File: src/rtl/connect_four_pkg.sv
// rtl/connect_four_pkg.sv - board geometry, cell/state types and win-run helpers
package connect_four_pkg;

    localparam int ROWS = 6;
    localparam int COLS = 7;
    localparam int CELLS = ROWS * COLS;

    typedef enum logic [1:0] {
        EMPTY = 2'b00,
        P1    = 2'b01,
        P2    = 2'b10
    } cell_t;

    typedef enum logic [1:0] {
        IDLE      = 2'b00,
        VALIDATED = 2'b01,
        ROW_READY = 2'b10
    } dp_state_t;

    localparam logic [1:0] PLAYER_1 = 2'b01;
    localparam logic [1:0] PLAYER_2 = 2'b10;

    // Flat board, 2 bits per cell at (row*COLS+col)*2, row 0 at the bottom
    typedef logic [CELLS*2-1:0] board_t;

    function automatic int cell_idx(input logic [2:0] row, input logic [2:0] col);
        return (int'(row) * COLS + int'(col)) * 2;
    endfunction

    // Count same-player cells stepping away from (row,col); stops at the edge or a gap, max 3
    function automatic logic [1:0] dir_run(input board_t board, input logic [2:0] row,
                                           input logic [2:0] col, input int dr, input int dc,
                                           input logic [1:0] player);
        logic [1:0] n;
        logic       go;
        int         r;
        int         c;
        n  = 2'd0;
        go = 1'b1;
        for (int k = 1; k <= 3; k++) begin
            r = int'(row) + dr * k;
            c = int'(col) + dc * k;
            if (go) begin
                if (r >= 0 && r < ROWS && c >= 0 && c < COLS) begin
                    if (board[(r * COLS + c) * 2 +: 2] == player) n = n + 2'd1;
                    else go = 1'b0;
                end else begin
                    go = 1'b0;
                end
            end
        end
        return n;
    endfunction

    // The placed cell plus both opposing runs reaching four
    function automatic logic line_hit(input logic [1:0] a, input logic [1:0] b);
        return ({1'b0, a} + {1'b0, b}) >= 3'd3;
    endfunction

endpackage

File: src/rtl/connect_four_datapath_if.sv
// rtl/connect_four_datapath_if.sv - strobe/status bundle between controller and datapath
interface connect_four_datapath_if;
    import connect_four_pkg::*;

    logic       clear_board;
    logic       validate_enable;
    logic       find_row_enable;
    logic       drop_token;
    logic       switch_player_enable;
    logic       update_display;
    logic       move_left_edge;
    logic       move_right_edge;
    logic       column_full;
    logic       win_found;
    logic       board_full;
    logic [1:0] current_player;
    logic [2:0] cursor_col;
    board_t     disp_cells;

    modport master (
        output clear_board, validate_enable, find_row_enable, drop_token,
               switch_player_enable, update_display, move_left_edge, move_right_edge,
        input  column_full, win_found, board_full, current_player, cursor_col, disp_cells
    );

    modport slave (
        input  clear_board, validate_enable, find_row_enable, drop_token,
               switch_player_enable, update_display, move_left_edge, move_right_edge,
        output column_full, win_found, board_full, current_player, cursor_col, disp_cells
    );
endinterface

File: src/rtl/connect_four_win_check.sv
// rtl/connect_four_win_check.sv - combinational four-in-line test around one cell (diagonals under CONNECT_FOUR_DIAG_WIN_EN)
module connect_four_win_check
    import connect_four_pkg::*;
(
    input  board_t     board,
    input  logic [2:0] row,
    input  logic [2:0] col,
    input  logic [1:0] player,
    output logic       win
);

    // Runs are taken on the board before the token lands; the target cell itself is empty
    always_comb begin
        win = line_hit(dir_run(board, row, col, 0, 1, player), dir_run(board, row, col, 0, -1, player))
            | line_hit(dir_run(board, row, col, 1, 0, player), dir_run(board, row, col, -1, 0, player));
`ifdef CONNECT_FOUR_DIAG_WIN_EN
        win = win
            | line_hit(dir_run(board, row, col, 1, 1, player), dir_run(board, row, col, -1, -1, player))
            | line_hit(dir_run(board, row, col, 1, -1, player), dir_run(board, row, col, -1, 1, player));
`else
        win = win;
`endif
    end

endmodule

File: src/rtl/connect_four_datapath.sv
// rtl/connect_four_datapath.sv - connect-four board, move sequencer, cursor and display snapshot (CONNECT_FOUR_DIAG_WIN_EN adds diagonal wins)
module connect_four_datapath
    import connect_four_pkg::*;
(
    input  logic              clk,
    input  logic              reset_edge,
    connect_four_datapath_if.slave bus
);

    board_t                board;
    logic [COLS-1:0][2:0]  height;
    logic [5:0]            pieces;
    logic [2:0]            target_col;
    logic [2:0]            target_row;
    dp_state_t             state;
    logic                  column_full_r;
    logic                  win_found_r;
    logic                  board_full_r;
    logic [1:0]            player_r;
    logic [2:0]            cursor_r;
    board_t                disp_r;
    logic                  win_now;

    connect_four_win_check u_win_check (
        .board  (board),
        .row    (target_row),
        .col    (target_col),
        .player (player_r),
        .win    (win_now)
    );

    // Move FSM plus all board/player/cursor/display state; clear_board outranks every strobe
    always_ff @(posedge clk or posedge reset_edge) begin
        if (reset_edge) begin
            board         <= '0;
            height        <= '0;
            pieces        <= 6'd0;
            target_col    <= 3'd0;
            target_row    <= 3'd0;
            state         <= IDLE;
            column_full_r <= 1'b0;
            win_found_r   <= 1'b0;
            board_full_r  <= 1'b0;
            player_r      <= PLAYER_1;
            cursor_r      <= 3'd3;
            disp_r        <= '0;
        end else if (bus.clear_board) begin
            board         <= '0;
            height        <= '0;
            pieces        <= 6'd0;
            target_col    <= 3'd0;
            target_row    <= 3'd0;
            state         <= IDLE;
            column_full_r <= 1'b0;
            win_found_r   <= 1'b0;
            board_full_r  <= 1'b0;
            player_r      <= PLAYER_1;
            cursor_r      <= 3'd3;
        end else begin
            if (bus.update_display) disp_r <= board;

            if (bus.drop_token && state == ROW_READY) begin
                board[cell_idx(target_row, target_col) +: 2] <= player_r;
                height[target_col] <= height[target_col] + 3'd1;
                pieces             <= pieces + 6'd1;
                win_found_r        <= win_found_r | win_now;
                board_full_r       <= board_full_r | (pieces == 6'd41);
                state              <= IDLE;
            end else if (bus.find_row_enable && state == VALIDATED) begin
                target_row <= height[target_col];
                state      <= ROW_READY;
            end else if (bus.validate_enable) begin
                target_col    <= cursor_r;
                column_full_r <= (height[cursor_r] == 3'd6);
                state         <= (height[cursor_r] == 3'd6) ? IDLE : VALIDATED;
            end

            // A decided game freezes whose turn it is
            if (bus.switch_player_enable && !win_found_r)
                player_r <= (player_r == PLAYER_1) ? PLAYER_2 : PLAYER_1;

            // Cursor frozen once the game is over or when both edges collide
            if (!(win_found_r || board_full_r) && (bus.move_left_edge != bus.move_right_edge)) begin
                if (bus.move_left_edge && cursor_r != 3'd0)
                    cursor_r <= cursor_r - 3'd1;
                else if (bus.move_right_edge && cursor_r != 3'd6)
                    cursor_r <= cursor_r + 3'd1;
            end
        end
    end

    assign bus.column_full    = column_full_r;
    assign bus.win_found      = win_found_r;
    assign bus.board_full     = board_full_r;
    assign bus.current_player = player_r;
    assign bus.cursor_col     = cursor_r;
    assign bus.disp_cells     = disp_r;

endmodule

File: src/flat_wrapper.sv
// flat-port wrapper written by rule: the top's interface ports become plain ports
module connect_four_datapath_flat import connect_four_pkg::*;
  (clk, reset_edge, bus_clear_board, bus_validate_enable, bus_find_row_enable, bus_drop_token, bus_switch_player_enable, bus_update_display, bus_move_left_edge, bus_move_right_edge, bus_column_full, bus_win_found, bus_board_full, bus_current_player, bus_cursor_col, bus_disp_cells);
  connect_four_datapath_if bus_i ();
  input  logic clk;
  input  logic reset_edge;
  input wire logic [$bits(bus_i.clear_board)-1:0] bus_clear_board;
  input wire logic [$bits(bus_i.validate_enable)-1:0] bus_validate_enable;
  input wire logic [$bits(bus_i.find_row_enable)-1:0] bus_find_row_enable;
  input wire logic [$bits(bus_i.drop_token)-1:0] bus_drop_token;
  input wire logic [$bits(bus_i.switch_player_enable)-1:0] bus_switch_player_enable;
  input wire logic [$bits(bus_i.update_display)-1:0] bus_update_display;
  input wire logic [$bits(bus_i.move_left_edge)-1:0] bus_move_left_edge;
  input wire logic [$bits(bus_i.move_right_edge)-1:0] bus_move_right_edge;
  output wire logic [$bits(bus_i.column_full)-1:0] bus_column_full;
  output wire logic [$bits(bus_i.win_found)-1:0] bus_win_found;
  output wire logic [$bits(bus_i.board_full)-1:0] bus_board_full;
  output wire logic [$bits(bus_i.current_player)-1:0] bus_current_player;
  output wire logic [$bits(bus_i.cursor_col)-1:0] bus_cursor_col;
  output wire logic [$bits(bus_i.disp_cells)-1:0] bus_disp_cells;
  assign bus_i.clear_board = bus_clear_board;
  assign bus_i.validate_enable = bus_validate_enable;
  assign bus_i.find_row_enable = bus_find_row_enable;
  assign bus_i.drop_token = bus_drop_token;
  assign bus_i.switch_player_enable = bus_switch_player_enable;
  assign bus_i.update_display = bus_update_display;
  assign bus_i.move_left_edge = bus_move_left_edge;
  assign bus_i.move_right_edge = bus_move_right_edge;
  assign bus_column_full = bus_i.column_full;
  assign bus_win_found = bus_i.win_found;
  assign bus_board_full = bus_i.board_full;
  assign bus_current_player = bus_i.current_player;
  assign bus_cursor_col = bus_i.cursor_col;
  assign bus_disp_cells = bus_i.disp_cells;
  connect_four_datapath u_core (.clk(clk), .reset_edge(reset_edge), .bus(bus_i));
endmodule
File: config.mk
export PLATFORM = sky130hd
export DESIGN_NAME = connect_four_datapath_flat
export DESIGN_NICKNAME = d
export VERILOG_FILES = /design/src/rtl/connect_four_pkg.sv /design/src/rtl/connect_four_datapath_if.sv /design/src/rtl/connect_four_win_check.sv /design/src/rtl/connect_four_datapath.sv /design/src/flat_wrapper.sv
export SDC_FILE = /design/constraint.sdc
export NUM_CORES = 1
export LEC_CHECK = 0
export ABC_AREA = 0
export CORE_MARGIN = 2
export CORE_UTILIZATION = 60
export CTS_BUF_LIST = sky130_fd_sc_hd__clkbuf_4
export DETAILED_ROUTE_END_ITERATION = 6
export DONT_BUFFER_PORTS = 1
export GPL_ROUTABILITY_DRIVEN = 1
export HOLD_SLACK_MARGIN = 0.02
export PLACE_DENSITY = 0.79
export SETUP_SLACK_MARGIN = 0.05
export SLEW_MARGIN = 20
export SYNTH_ARGS = -nofsm -noshare
export SYNTH_HDL_FRONTEND = slang
export SYNTH_HIERARCHICAL = 1
export SYNTH_SLANG_ARGS = --single-unit
File: constraint.sdc
create_clock -name clk -period 7 [get_ports clk]
set_input_delay 1.4 -clock clk [delete_from_list [all_inputs] [get_ports clk]]
set_output_delay 1.4 -clock clk [all_outputs]
set_load 0.02 [all_outputs]
==> flow_summary.yaml, run 1 <==
floorplanning:
  dieHeight_um: 186
  rows: 66
  initial_utilization_pct: 61.1
  die_area_um2: 34700
  core-area_um2: 32600
  pin_count: 102
  die_width_um: 186
finish:
  final_area_um2: 21100
  drive_above_1_share_pct: 20.0
  fillers: 2647
  nets: 2141
  layoutNonFillerInstCount: 2456
  area_growth_pct: 6.05
min_path:
  min-delay-start: "u_core/height[1]"
  hp-class: "register to register"
  hold_path_depth: 2
  hold-path-endpoint: "u_core/height[1]"
logic_synthesis:
  postSynthCellCount: 1957
  dominantRegCellSynth: "dfrtp_1"
  syn_avg_cell_area_um2: 10.2
  synth.most_common_cell: "dfrtp_1"
  synth_area_leaders: "dfrtp_1 26%, mux4_2 13%, ha_1 8.2%"
  ys_seq_elements: 211
  yosys.area.top_type: "dfrtp_1"
  yosysTopAreaCellShare_pct: 26.1
  ys_top_cells_by_count: "208 x dfrtp_1, 158 x nand2_1, 130 x ha_1"
  ys.warnings.count: 6
  syn_area_um2: 19900
  async_reset_ff_share_pct: 100
  synth_cell_types: 96
  synth-edff-count: 0
  syn-num-nets: 2128
  ys_seq_area_share_pct: 26.5
critical_path:
  r2r-end: "u_core/bus.win_found"
  crit_type: "register to register"
  crit_arrival_ps: 7060
  reg2reg_from: "u_core/target_row[1]"
  cp-end-kind: "register"
  cp_max_fo: 12
  crit_path_start: "u_core/target_row[1]"
  reg2reg_slack_ps: 560
  cp.required_ps: 7620
  r2r_cells: 26
  startpoint_type: "register"
route:
  vias_per_cell: 7.06
  drtIter0Drc: 2362
  ant_nets: 0
  wire_per_inst_um: 27.1
  dr.pass1.iters: 7
  wl_um: 66400
  drc: 0
  vias: 17334
global_route:
  grt_use_total_pct: 38.3
  antenna_found_initial: 2
  grt_overflow: 0
  grt_pass1_vias: 17201
  grt_max_degree: 95
  grt_pass1_wl_um: 103000
timing:
  fmax_mhz: 155
  rsz0062_at_grt: "no"
  hold_viol: 0
  holdWs_ps: 539
  maxSlewHeadroom_pct: 29.9
  maxSlewViolCount: 0
  min_period_over_period_pct: 92.0
  tightest_slew_ps: 1040
  setup_viol: 0
  min_period_ps: 6440
  finClkSkew_ps: 53.5
  finalSetupTns_ps: 0
cts:
  post_cts_buffers: 0
  cts_resized: 0
  clockBufferDepth: 3
  numCtsBuffers: 51
  cts.sinks: 211
  cts_root_buf: "clkbuf_4"
  cts_hold_buf: 0
  htree_num_levels: 2
  insertion_delay_ps: 720
  cts_tree: "yes"
  clk_pin_slew_worst_paths_ps: 90
run:
  drv_cap: 0
placement:
  port_buffers: 0
  dpl.cell_count: 2359
  post-dp-hpwl_um: 49700
  gp_congestion: 1.03
  place_area_um2: 20400
power:
  p_leak_nw: 9.40
  p_per_area_nw_per_um2: 199
  ir_drop_v: 0.000175
run_status:
  status: "complete, no violations"
[placed cells by master (no fill, tap or decap), types with 22 or more instances in the layout]
cell type  count
mux4_2       118
inv_1        124
nor2_1       114
nand2_1      158
xnor2_1       44
mux2_2       107
ha_1         129
nand3_1       36
clkbuf_4      70
fa_1          31
xor2_1        28
and2_1        22
nor3_1        48
o32ai_1       28
o21ai_0       62
a211oi_1      32
a21oi_1       89
buf_4         51
mux2i_1      100
dfrtp_1      208
[registers in the layout, summed over array words and instances, names as in the netlist]
| signal | count |
|---|---|
| u_core/target_col | 3 |
| u_core/board | 84 |
| u_core/target_row | 3 |
| u_core/bus.win_found | 1 |
| u_core/bus.current_player | 2 |
| u_core/bus.cursor_col | 3 |
| u_core/bus.column_full | 1 |
| u_core/bus.board_full | 1 |
| u_core/bus.disp_cells | 84 |
| u_core/pieces | 6 |
| u_core/height | 21 |
| u_core/state | 2 |
[critical path: stages, from the launching register on]
cell	delay [ps]
dfrtp_1	380
inv_1	360
ha_1	320
ha_1	260
inv_1	140
ha_1	300
inv_1	40
fa_1	470
inv_1	40
ha_1	270
ha_1	380
xor2_1	540
mux2i_1	240
o21ai_0	100
a2111o_1	430
a32oi_1	330
xnor2_1	110
nor3_1	160
o21bai_1	100
a31o_1	230
a21oi_1	160
ha_1	190
inv_1	50
fa_1	480
o2111ai_1	100
a21oi_1	140
nor2_1	50
[where the power goes]
group / total [mW] / switching, mW / internal [mW]
clock: 1.10 / 0.520 / 0.581
sequential: 1.25 / 0.0208 / 1.23
combinational: 1.87 / 1.16 / 0.705
[logic make-up after synthesis]
group,count (synthesis),synth area share (%)
adder cells (fa/ha/maj),164,11.4
AO/OA/AOI/OAI,427,15.3
multiplexers,332,25.1
flip-flops,211,26.5
buffers and inverters,218,4.83
XOR/XNOR,78,3.71
AND/OR/NAND/NOR,527,13.1
[worst max-delay path by stage]
| stage | endpoint | slack [ps] |
|---|---|---|
| 2_1_floorplan | u_core/bus.win_found | 70 |
| 3_3_place_gp | u_core/bus.win_found | 850 |
| 3_5_place_dp | u_core/bus.win_found | 610 |
| 4_1_cts | u_core/bus.win_found | 640 |
| 5_1_grt | u_core/bus.win_found | 100 |
| 6_report | u_core/bus.win_found | 560 |
[metrics by stage]
| stage | power, mW | worst slack [ps] | utilization [%] |
|---|---|---|---|
| floorplan | 2.67 | 65.9 | - |
| global placement | 3.06 | 849 | 62.6 |
| detailed placement | 3.09 | 608 | 62.6 |
| CTS | 4.19 | 637 | 64.7 |
| global route | 4.44 | 99.3 | 64.8 |
| finish | 4.22 | 561 | 64.8 |
[layout make-up]
type	instances	area [um^2]	share of cell area, %
multi-input cells	1528	13700	64.9
clock inverters	21	175	0.828
well taps	442	553	2.61
inverters	126	477	2.25
flip-flops and latches	211	5280	25.0
clock buffers	70	526	2.48
repair buffers	52	394	1.86
diodes	6	15.0	0.0710
[metal layers]
| metal | vias to the layer above | wire length [um] | track usage, % |
|---|---|---|---|
| met3 | 292 | 7820 | 9.08 |
| met1 | 8416 | 24800 | 49.9 |
| li1 | 7445 | - | - |
| met2 | 1181 | 29800 | 59.7 |
| met4 | 0 | 3970 | 20.5 |
| met5 | - | 0 | 0 |
Power figures use the tool's default switching activity.
==> inputs of run 2 (changes only) <==
--- a/config.mk
+++ b/config.mk
@@ -18,5 +18,4 @@
 export SLEW_MARGIN = 20
 export SYNTH_ARGS = -nofsm -noshare
 export SYNTH_HDL_FRONTEND = slang
-export SYNTH_HIERARCHICAL = 1
 export SYNTH_SLANG_ARGS = --single-unit
==> run 2 against run 1 <==
Flip-flop and latch count unchanged; core utilization decreased by 0.74 points; sequential share of layout area rose by 1.3 points; combinational power shrank 55%; highest routed layer unchanged; via count fell by 5.3%; die area shrank 4.6%; critical endpoint is now u_core.bus.win_found.
==> flow_summary.yaml, run 2 <==
finish:
  nets: 2023
  area_growth_pct: 5.84
  layoutNonFillerInstCount: 2300
  final_common_cell: "dfrtp_1"
  layout_common_cells: "208 x dfrtp_1, 153 x nand2_1, 134 x mux2_2"
  drive_above_1_share_pct: 21.4
  final_core_util_pct: 64.1
logic_synthesis:
  synth_area_leaders: "dfrtp_1 27%, mux4_2 13%, ha_1 8.3%"
  syn_avg_cell_area_um2: 10.3
  async_reset_ff_share_pct: 100
  synth_cell_types: 98
  postSynthCellCount: 1848
  synth-edff-count: 0
  syn_area_um2: 19000
  synth.most_common_cell: "dfrtp_1"
  ys_seq_area_share_pct: 27.8
  yosys.area.top_type: "dfrtp_1"
  syn-num-nets: 2015
  ys.warnings.count: 0
  yosysTopAreaCellShare_pct: 27.4
  ys_top_cells_by_count: "208 x dfrtp_1, 153 x nand2_1, 134 x mux2_2"
  ys_seq_elements: 211
  dominantRegCellSynth: "dfrtp_1"
cts:
  cts_root_buf: "clkbuf_4"
  clockBufferDepth: 3
  cts_resized: 0
  insertion_delay_ps: 750
  numCtsBuffers: 51
  cts_tree: "yes"
  htree_num_levels: 2
  post_cts_buffers: 0
  cts.sinks: 211
  cts_hold_buf: 0
  clk_pin_slew_worst_paths_ps: 100
route:
  wl_um: 59900
  dr.pass1.iters: 6
  vias: 16417
  ant_nets: 0
  wire_per_inst_um: 26.1
  drc: 0
  drtIter0Drc: 1905
  vias_per_cell: 7.14
global_route:
  grt_max_degree: 177
  grt_pass1_vias: 16083
  grt_overflow: 0
  grt_pass1_wl_um: 92900
  antenna_found_initial: 2
  grt_use_total_pct: 36.4
critical_path:
  crit_type: "register to register"
  cp-end-kind: "register"
  cp.required_ps: 7660
  cp_max_fo: 11
  crit_arrival_ps: 7160
  reg2reg_from: "u_core.target_row[2]"
  startpoint_type: "register"
  crit_path_start: "u_core.target_row[2]"
placement:
  port_buffers: 0
  post-dp-hpwl_um: 44500
  dpl.cell_count: 2205
  gp_congestion: 0.978
timing:
  min_period_ps: 6510
  holdWs_ps: 549
  min_period_over_period_pct: 93.0
  hold_viol: 0
  fmax_mhz: 154
  maxSlewViolCount: 0
  maxSlewHeadroom_pct: 14.9
  setup_viol: 0
  rsz0062_at_grt: "no"
  finalSetupTns_ps: 0
  finClkSkew_ps: 97.9
  tightest_slew_ps: 1270
min_path:
  hp-class: "register to register"
  min-delay-start: "u_core.height[19]"
floorplanning:
  die_width_um: 182
  initial_utilization_pct: 60.6
  die_area_um2: 33100
  pin_count: 102
  rows: 65
  dieHeight_um: 182
  core-area_um2: 31400
run:
  drv_cap: 0
power:
  ir_drop_v: 0.000167
  p_per_area_nw_per_um2: 156
  p_leak_nw: 8.98
run_status:
  status: "complete, no violations"
==> run 2: cell count changes after synthesis, sizes merged, moves of 17 or more <==
cell	delta
a21oi	+39
mux2i	-35
inv	-34
a32o	+28
nand3	+26
o32ai	-26
mux2	+25
a211oi	-18
o2bb2ai	-17
==> run 2: cell type report <==
cell class                      count  area (um^2)
Clock inverter                     16         95.1
Antenna cell                        2         5.00
Inverter                           92          349
Tap cell                          402          503
Clock buffer                       77          578
Multi-Input combinational cell   1462        13000
Timing Repair Buffer               38          298
Fill cell                        2492        11300
Sequential cell                   211         5280
==> run 2: path summary, 6_finish.rpt <==
| path | to | depth (start not counted) | slack (ps) |
|---|---|---|---|
| worst max-delay path | u_core.bus.win_found | 22 | 490 |
| worst min register to register | u_core.height[19] | 2 | 550 |
| worst max register to register | u_core.bus.win_found | 22 | 490 |
| max in group asynchronous | u_core.board[19] | 2 | 4850 |
| worst min-delay path | u_core.height[19] | 2 | 550 |
| min in group asynchronous | u_core.bus.win_found | 1 | 670 |
==> run 2: cell families after synthesis <==
logic type,Yosys count,share of synthesized area (%)
adders and majority gates,157,11.6
and+or+nand+nor,515,13.2
xor gates and xnor gates,80,3.84
buffers and inverters,175,4.02
DFF,211,27.8
AOI/OAI and AO/OA,391,13.9
muxes,319,25.7
==> run 2: per-stage QoR <==
step	power (mW)	cell area [um^2]	worst slack (ps)
final	3.15	20100	492
after global routing	3.28	20100	63.4
after CTS	3.14	20100	628
after detailed placement	2.08	19400	572
after global placement	2.06	19400	724
after floorplan	1.90	19000	629
==> run 2: power breakdown <==
group / leakage [nW] / total, mW / internal [mW] / switching (mW)
Combinational: 5.64 / 0.833 / 0.311 / 0.522
Clock: 0.405 / 1.07 / 0.543 / 0.529
Sequential: 2.93 / 1.24 / 1.23 / 0.0157
Total: 8.98 / 3.15 / 2.08 / 1.07
==> run 2: metal layers <==
layer	global-route usage, %	up-vias	share of wire [%]	wire, um
li1	-	7001	-	-
met1	48.0	8025	38	22500
met2	55.6	1166	45	26800
met3	9.53	225	12	7380
met5	0.593	-	0	0
met4	18.9	0	5.4	3260
==> run 2: critical path, stage by stage (launching register included) <==
cell and delay (ps):
dfrtp_1 550, inv_1 150, ha_1 520, inv_1 180
fa_1 860, inv_1 290, ha_1 430, o21a_1 160
and2_1 260, nor2_1 490, nor2_1 120, o31ai_1 320
o311ai_2 230, o41ai_1 390, o21ai_1 150, a211oi_1 270
ha_1 180, inv_1 50, fa_1 470, nand2b_1 100
o2111ai_1 120, a21oi_1 160, nor2_1 50
